--- src/rtl/uart_pkg.sv ---
// Shared UART receiver definitions: counter FSM states, phase encoding and prescale constants.
package uart_pkg;

    typedef enum logic {
        ST_IDLE  = 1'b0,
        ST_COUNT = 1'b1
    } cnt_state_t;

    localparam logic [2:0] PH_IDLE   = 3'd0;
    localparam logic [2:0] PH_START  = 3'd1;
    localparam logic [2:0] PH_DATA   = 3'd2;
    localparam logic [2:0] PH_PARITY = 3'd3;
    localparam logic [2:0] PH_STOP   = 3'd4;

    localparam int unsigned PRESCALE_8  = 8;
    localparam int unsigned PRESCALE_16 = 16;
    localparam int unsigned PRESCALE_32 = 32;

    // Substituted for any unsupported ratio; reset value is the smallest ratio.
    localparam int unsigned PRESCALE_DEFAULT = PRESCALE_16;
    localparam int unsigned PRESCALE_RESET   = PRESCALE_8;

endpackage

--- src/rtl/uart_rx_edge_bit_counter.sv ---
// Oversample edge / frame bit counter for the UART RX path.
// Emits mid-bit sample strobes and bit/frame boundary pulses aligned with the counter values.
module uart_rx_edge_bit_counter
    import uart_pkg::*;
#(
    parameter  int unsigned PRESCALE_MAX = 32,
    parameter  int unsigned DATA_WIDTH   = 8,
    localparam int unsigned EDGE_W       = $clog2(PRESCALE_MAX),
    localparam int unsigned BIT_W        = $clog2(DATA_WIDTH + 4)
) (
    input  logic              CLK,
    input  logic              RST,
    input  logic              enable,
    input  logic [EDGE_W:0]   prescale,
    input  logic              par_en,
    input  logic              stop2,
    output logic [EDGE_W-1:0] edge_cnt,
    output logic [BIT_W-1:0]  bit_cnt,
    output logic              sample_stb,
    output logic              bit_done,
    output logic              frame_done,
    output logic [2:0]        phase
);

    localparam int unsigned PS_W = EDGE_W + 1;

    cnt_state_t        state, state_nxt;
    logic [PS_W-1:0]   cfg_ps, cfg_ps_nxt;
    logic              cfg_par, cfg_par_nxt;
    logic              cfg_stop2, cfg_stop2_nxt;
    logic [EDGE_W-1:0] edge_nxt;
    logic [BIT_W-1:0]  bit_nxt;
    logic              sample_nxt, bit_done_nxt, frame_done_nxt;
    logic [2:0]        phase_nxt;
    logic [EDGE_W-1:0] last_edge_c, nxt_last_edge_c, nxt_half_c;
    logic [BIT_W-1:0]  last_bit_c, nxt_last_bit_c;
    logic              active_c;

    // Map a requested ratio onto a supported one; anything else counts as 16.
    function automatic logic [PS_W-1:0] fix_prescale(input logic [PS_W-1:0] p);
        int unsigned pv;
        pv = 32'(p);
        if ((pv == PRESCALE_8 || pv == PRESCALE_16 || pv == PRESCALE_32) && pv <= PRESCALE_MAX)
            return PS_W'(pv);
        return PS_W'(PRESCALE_DEFAULT);
    endfunction

    // Next-state counters, then decode of the pulses from the next-state values.
    always_comb begin
        cfg_ps_nxt     = cfg_ps;
        cfg_par_nxt    = cfg_par;
        cfg_stop2_nxt  = cfg_stop2;
        state_nxt      = ST_IDLE;
        edge_nxt       = '0;
        bit_nxt        = '0;
        last_edge_c    = EDGE_W'(cfg_ps - PS_W'(1));
        last_bit_c     = BIT_W'(DATA_WIDTH + 1) + BIT_W'(cfg_par) + BIT_W'(cfg_stop2);

        if (state == ST_IDLE) begin
            if (enable) begin
                cfg_ps_nxt    = fix_prescale(prescale);
                cfg_par_nxt   = par_en;
                cfg_stop2_nxt = stop2;
                state_nxt     = ST_COUNT;
            end
        end else if (enable) begin
            state_nxt = ST_COUNT;
            if (edge_cnt != last_edge_c) begin
                edge_nxt = edge_cnt + EDGE_W'(1);
                bit_nxt  = bit_cnt;
            end else if (bit_cnt != last_bit_c) begin
                bit_nxt = bit_cnt + BIT_W'(1);
            end else begin
                state_nxt = ST_IDLE;
            end
        end

        active_c        = (state_nxt == ST_COUNT);
        nxt_last_edge_c = EDGE_W'(cfg_ps_nxt - PS_W'(1));
        nxt_half_c      = EDGE_W'(cfg_ps_nxt >> 1);
        nxt_last_bit_c  = BIT_W'(DATA_WIDTH + 1) + BIT_W'(cfg_par_nxt) + BIT_W'(cfg_stop2_nxt);

        sample_nxt     = active_c && ((edge_nxt + EDGE_W'(1) == nxt_half_c) ||
                                      (edge_nxt == nxt_half_c) ||
                                      (edge_nxt == nxt_half_c + EDGE_W'(1)));
        bit_done_nxt   = active_c && (edge_nxt == nxt_last_edge_c);
        frame_done_nxt = bit_done_nxt && (bit_nxt == nxt_last_bit_c);

        if (!active_c)
            phase_nxt = PH_IDLE;
        else if (bit_nxt == '0)
            phase_nxt = PH_START;
        else if (bit_nxt <= BIT_W'(DATA_WIDTH))
            phase_nxt = PH_DATA;
        else if (cfg_par_nxt && bit_nxt == BIT_W'(DATA_WIDTH + 1))
            phase_nxt = PH_PARITY;
        else
            phase_nxt = PH_STOP;
    end

    always_ff @(posedge CLK or negedge RST) begin
        if (!RST) begin
            state      <= ST_IDLE;
            cfg_ps     <= PS_W'(PRESCALE_RESET);
            cfg_par    <= 1'b0;
            cfg_stop2  <= 1'b0;
            edge_cnt   <= '0;
            bit_cnt    <= '0;
            sample_stb <= 1'b0;
            bit_done   <= 1'b0;
            frame_done <= 1'b0;
            phase      <= PH_IDLE;
        end else begin
            state      <= state_nxt;
            cfg_ps     <= cfg_ps_nxt;
            cfg_par    <= cfg_par_nxt;
            cfg_stop2  <= cfg_stop2_nxt;
            edge_cnt   <= edge_nxt;
            bit_cnt    <= bit_nxt;
            sample_stb <= sample_nxt;
            bit_done   <= bit_done_nxt;
            frame_done <= frame_done_nxt;
            phase      <= phase_nxt;
        end
    end

endmodule

--- config.mk ---
export PLATFORM = sky130hd
export DESIGN_NAME = uart_rx_edge_bit_counter
export DESIGN_NICKNAME = d
export VERILOG_FILES = /design/src/rtl/uart_pkg.sv /design/src/rtl/uart_rx_edge_bit_counter.sv
export SDC_FILE = /design/constraint.sdc
export NUM_CORES = 1
export LEC_CHECK = 0
export CELL_PAD_IN_SITES_DETAIL_PLACEMENT = 0
export CELL_PAD_IN_SITES_GLOBAL_PLACEMENT = 1
export CORE_MARGIN = 10
export CORE_UTILIZATION = 25
export CTS_BUF_LIST = sky130_fd_sc_hd__clkbuf_8
export CTS_CLUSTER_SIZE = 8
export DETAILED_ROUTE_END_ITERATION = 8
export PLACE_DENSITY = 0.51
export SYNTH_ARGS = -nofsm -noshare
export SYNTH_HDL_FRONTEND = slang
export SYNTH_SLANG_ARGS = --single-unit
--- constraint.sdc ---
create_clock -name CLK -period 3.5 [get_ports CLK]
set_input_delay 0.525 -clock CLK [delete_from_list [all_inputs] [get_ports CLK]]
set_output_delay 0.525 -clock CLK [all_outputs]
set_load 0.02 [all_outputs]
# ---- Word-level counts from Yosys, hierarchy flattened
# Index checks and enable logic that the tools add are counted.
dict set report op_classes {
  n_lt_le_gt_ge 2
  add_sub_neg 10
  n_eq_ne 11
  n_reduce_logical 10
  mux 27
}
# operator count
set ops {}
lappend ops {{2-to-1 mux 6 bit} 4}
lappend ops {{== test 5 bit} 4}
lappend ops {{2-to-1 mux 4 bit} 4}
lappend ops {{adder 5 x 1 -> 5 bit (second input constant)} 3}
lappend ops {{2-to-1 mux 5 bit} 3}
lappend ops {{2-to-1 mux 1 bit} 12}
lappend ops {{2-to-1 mux 3 bit} 4}
lappend ops {{subtractor 5 x 1 -> 5 bit (second input constant)} 2}
lappend ops {{adder 4 x 1 -> 4 bit} 2}
lappend ops {{adder 4 x 1 -> 4 bit (first input constant)} 2}
lappend ops {{== test 6 x 4 -> 1 bit (second input constant)} 1}
lappend ops {{== test 6 x 5 -> 1 bit (second input constant)} 1}
lappend ops {{== test 6 bit (second input constant)} 1}
lappend ops {{less-or-equal comparator 6 bit (second input constant)} 1}
lappend ops {{logical AND 1 bit} 5}
lappend ops {{inequality test 5 bit} 1}
lappend ops {{adder 4 x 1 -> 4 bit (second input constant)} 1}
lappend ops {{== test 4 bit} 1}
lappend ops {{== test 4 bit (second input constant)} 1}
lappend ops {{less-or-equal comparator 4 bit (second input constant)} 1}
lappend ops {{logical NOT 4 bit} 1}
lappend ops {{logical OR 1 bit} 4}
lappend ops {{inequality test 4 bit} 1}
dict set report totals {
  inputBits 11
  register_bits 24
}

# ---- Logic depth before layout (Yosys ltp)
dict set report depth {
  word_depth 14
  ltp_mapped 13
}

# ---- Least setup slack after synthesis
# Ideal clock, no wire load.
dict set report synth_path {
  kind {reg2reg}
  startpoint {reg edge_cnt[2]}
  endpoint {reg sample_stb}
  stages_incl_launch_ff 10
  path_buffers 1
  t_arrival_ps 2653
  synth_period_minus_slack_ps 2787
  path_slack_ps 713
  cell_sequence {dfrtp_1 and3b_1 o21a_1 o311a_1 buf_6 or3_4 xnor2_4 mux2_1 a22oi_1 o211ai_1}
}
dict set report synth_between {
  elab_chain_len 9
  word_cells_on_any_way 15
}
# item line
set synth_lines {}
lappend synth_lines {{start: declaration} uart_rx_edge_bit_counter.sv:17} ;# output logic [EDGE_W-1:0] edge_cnt,
lappend synth_lines {{start signal: assignment} uart_rx_edge_bit_counter.sv:118} ;# edge_cnt <= edge_nxt;
lappend synth_lines {{adder 5 x 1 -> 5 bit or inequality test 5 bit (tied branches)} {uart_rx_edge_bit_counter.sv:69, uart_rx_edge_bit_counter.sv:68}}
lappend synth_lines {{2-to-1 mux 5 bit} uart_rx_edge_bit_counter.sv:68} ;# if (edge_cnt != last_edge_c) begin
lappend synth_lines {{2-to-1 mux 5 bit} uart_rx_edge_bit_counter.sv:66} ;# end else if (enable) begin
lappend synth_lines {{2-to-1 mux 5 bit} uart_rx_edge_bit_counter.sv:59} ;# if (state == ST_IDLE) begin
lappend synth_lines {{adder 5 x 1 -> 5 bit} uart_rx_edge_bit_counter.sv:83} ;# sample_nxt = active_c && ((edge_nxt + EDGE_W'(1) == nxt_half_c) ||
lappend synth_lines {{== test 5 bit} uart_rx_edge_bit_counter.sv:83}
lappend synth_lines {{logical OR 1 bit} uart_rx_edge_bit_counter.sv:83}
lappend synth_lines {{logical OR 1 bit} uart_rx_edge_bit_counter.sv:84} ;# (edge_nxt == nxt_half_c) ||
lappend synth_lines {{logical AND 1 bit (*)} uart_rx_edge_bit_counter.sv:83}
lappend synth_lines {{via sample_nxt} uart_rx_edge_bit_counter.sv:33} ;# logic sample_nxt, bit_done_nxt, frame_done_nxt;
lappend synth_lines {{end signal: assignment} uart_rx_edge_bit_counter.sv:120} ;# sample_stb <= sample_nxt;
lappend synth_lines {{end: declaration} uart_rx_edge_bit_counter.sv:19} ;# output logic sample_stb,
# The timed path passes the listed nets; every way through them passes the cells marked *.

# ---- Worst setup path in the final report
dict set report layout_path {
  startpoint {reg edge_cnt[2]}
  endpoint {reg sample_stb}
}
dict set report layout_between {
  elab_chain_len 9
  word_cells_on_any_way 15
}
# item line
set layout_lines {}
lappend layout_lines {{inequality test 5 bit (*)} uart_rx_edge_bit_counter.sv:68}
lappend layout_lines {{2-to-1 mux 5 bit (*)} uart_rx_edge_bit_counter.sv:68}
lappend layout_lines {{2-to-1 mux 5 bit (*)} uart_rx_edge_bit_counter.sv:66}
lappend layout_lines {{2-to-1 mux 5 bit (*)} uart_rx_edge_bit_counter.sv:59}
lappend layout_lines {{via edge_nxt[1]} uart_rx_edge_bit_counter.sv:31} ;# logic [EDGE_W-1:0] edge_nxt;
lappend layout_lines {{adder 5 x 1 -> 5 bit} uart_rx_edge_bit_counter.sv:83}
lappend layout_lines {{== test 5 bit} uart_rx_edge_bit_counter.sv:83}
lappend layout_lines {{logical OR 1 bit} uart_rx_edge_bit_counter.sv:83}
lappend layout_lines {{logical OR 1 bit (*)} uart_rx_edge_bit_counter.sv:84}
lappend layout_lines {{logical AND 1 bit (*)} uart_rx_edge_bit_counter.sv:83}
lappend layout_lines {{via sample_nxt} uart_rx_edge_bit_counter.sv:33}
# Marks and branches as above.

==> out/qor.csv <==
metric,value,unit
fp.dieH,103.6,µm
synthMuxAreaShare,2.937,%
vdd_drop_max,0.1293,mV
wl_per_cell,14.97,µm
finalHoldViolations,0,
post_cts_buffers,0,
fin_area,2206,µm²
via_count,1462,
syn_nets,212,
p_leak,0.9756,nW
syn_area,1747,µm²
grt_pass1_wl,8031,µm
worstPathRequired,3650,ps
yosysWarnings,0,
dp_hpwl,3773,µm
slew_violations,0,
synth_xor_xnor_area_share,15.62,%
cts.sinks,24,
synthAdderAreaFrac,7.163,%
drive_gt1_share,9.955,%
post-route-min-period,3010,ps
gp_congestion,0.7598,
drc,0,
yosysSeqAreaShare,34.46,%
postSynthAreaPerCell,9.145,µm²
cap_violations,0,
fmax,332.2,MHz
grt-ovfl-total,0,
io_buffers,25,
clock_path_buffers,2,
drtIter0Drc,109,
synth-simple-area-share,20.20,%
dieArea,10730,µm²
place_area,2135,µm²
path_max_fanout,11,
worstSetupStartpointType,flop,
htree_levels,1,
ant_nets,0,
gr-usage-all-layers,9.127,%
diodes,0,
cts.repair.resized,0,
cts_tree,yes,
clk_pin_slew,90,ps
cts_hold_buf,0,
clock_skew,3.949,ps
cts_buffers,3,
insertion_delay,270,ps
end_kind,flop,
grt_pass1_vias,1503,
cp_data_arrival_time,3160,ps
viasPerCell,4.612,
rsz0062_at_grt,no,
setup_viol,0,
synthesis.instances,191,
synth_compound_area_share,13.97,%
reg2reg_slack,490,ps
synth_seq_cells,24,
root_buffer,clkbuf_8,
wirelength,4744,µm
start_util,25.71,%
pwr_density_cell,293.1,nW/µm²
die_x,103.6,µm
hp-class,flop to flop,
rows,30,
area_delta_synth_final,26.29,%
critPathKind,flop to flop,
nNetsFinal,243,
antenna_found_initial,0,
tns,0,ps
firstDrtPassIters,4,
status,finished clean,
synth_top_family_by_area,simple AND/OR/NAND/NOR gates,
max_slew.worst_pin.slew,533.1,ps
ys_types,51,
relSlewSlack,64.46,%
io_pins,26,
fin_crit_sh,86.01,%
coreArea,6794,µm²
grt_max_degree,25,
[cell usage after synthesis (all sizes together)]
cell type  count  area, µm²
nor3           7      40.04
o21ai          4      20.02
nor4           1      12.51
and3b          1      8.760
buf            2      16.26
or2            2      12.51
nand4bb        1      11.26
nor2b          2      12.51
and2b          1      8.760
a31oi          1      6.260
a21oi          9      45.04
nor3b          1      12.51
nand3          8      40.04
nand4          1      6.260
o22ai          2      12.51
mux2           1      11.26
or3            3      25.03
dfrtp         23      575.6
xor2          10      87.58
a2bb2oi        1      8.760
or4            1      7.510
o31a           1      8.760
o21bai         1      7.510
a22oi          2      15.01
o211ai         3      22.52
nor2          13      48.80
a21boi         3      22.52
and2           1      6.260
mux2i          4      40.04
nand3b         1      7.510
inv           19      71.31
dfstp          1      26.28
xnor2         19      185.2
a211oi         1      7.510
clkbuf         3      11.26
nand2b         4      25.02
a311oi         1      8.760
nand4b         1      8.760
and3           1      6.260
nand2         14      52.55
ha            10      125.1
o2111ai        2      17.52
o311ai         1      16.27
o311a          1      10.01
o21a           2      15.01
[cell families after synthesis]
kind of cell    after synthesis
fa+ha+maj                    10
mux                           5
buf+inv                      24
flops                        24
compound gates               35
xor+xnor                     29
simple gates                 64
[critical path: stages, from the launching register on]
cell	delay (ps)
dfrtp_1	460
and3b_1	210
o21a_1	200
o311a_1	530
or3_2	570
inv_1	110
ha_1	250
o22ai_1	90
and2_1	170
o2111ai_1	170
o211ai_1	120
[report_power, final]
part / internal, mW / total (mW) / switching (mW)
clock network: 0.153 / 0.250 / 0.0971
logic: 0.0468 / 0.102 / 0.0557
registers: 0.286 / 0.294 / 0.00776
[through the flow]
step / hold slack (ps) / utilization (%) / instances / total power [mW] / setup WS (ps)
final: 565.1 / 32.47 / 317 / 0.6466 / 489.6
after global routing: 585.6 / 32.47 / 317 / 0.6774 / 222.5
after CTS: 569.1 / 32.47 / 317 / 0.6568 / 477.8
after detailed placement: 545.0 / 31.42 / 313 / 0.4023 / 280.4
after global placement: 553.5 / 31.42 / 313 / 0.4052 / 152.8
after floorplan: 229.4 / - / 191 / 0.3596 / 712.8
[sequential cells by signal, summed over array words and instances, names as in the netlist]
| name | count |
|---|---|
| cfg_ps | 6 |
| phase | 3 |
| state | 1 |
| bit_cnt | 4 |
| cfg_par | 1 |
| frame_done | 1 |
| sample_stb | 1 |
| bit_done | 1 |
| edge_cnt | 5 |
| cfg_stop2 | 1 |
[routing by layer]
layer	wire length (µm)	GRT usage, %	share of wire [%]	vias to the layer above
met5	0	0	0	-
met4	85	4.133	1.8	0
met1	2302	12.10	49	713
met3	157	1.115	3.3	6
li1	-	-	-	713
met2	2198	14.37	46	30
[worst paths after layout]
kind / startpoint / end / depth (start not counted)
max in group asynchronous: RST / cfg_ps[3] / 2
min reg2reg: cfg_stop2 / cfg_stop2 / 2
max reg2reg: edge_cnt[2] / sample_stb / 10
min: cfg_stop2 / cfg_stop2 / 2
max: edge_cnt[2] / sample_stb / 10
min in group asynchronous: RST / phase[0] / 2
[layout by cell type (no fill, tap or decap), types with 6 or more instances in the layout]
master           netlist  routed
xor2_1                10      10
nand2_1               14      14
nor3_1                 6       6
nand3_1                8       8
dfrtp_1               23      23
ha_1                  10      10
nor2_1                13      13
inv_1                 18      18
buf_4                  0       6
a21oi_1                9       9
xnor2_1               18      18
clkdlybuf4s50_1        0      25
[final cells by class]
type,instances,area (µm²)
fill,694,4588
timing repair buffer,31,295.3
multi-input combinational,143,1046
tap,96,120.1
inverter,19,71.32
sequential,24,601.8
clock inverter,1,30.03
clock buffer,3,41.29
Power figures use the tool's default switching activity.
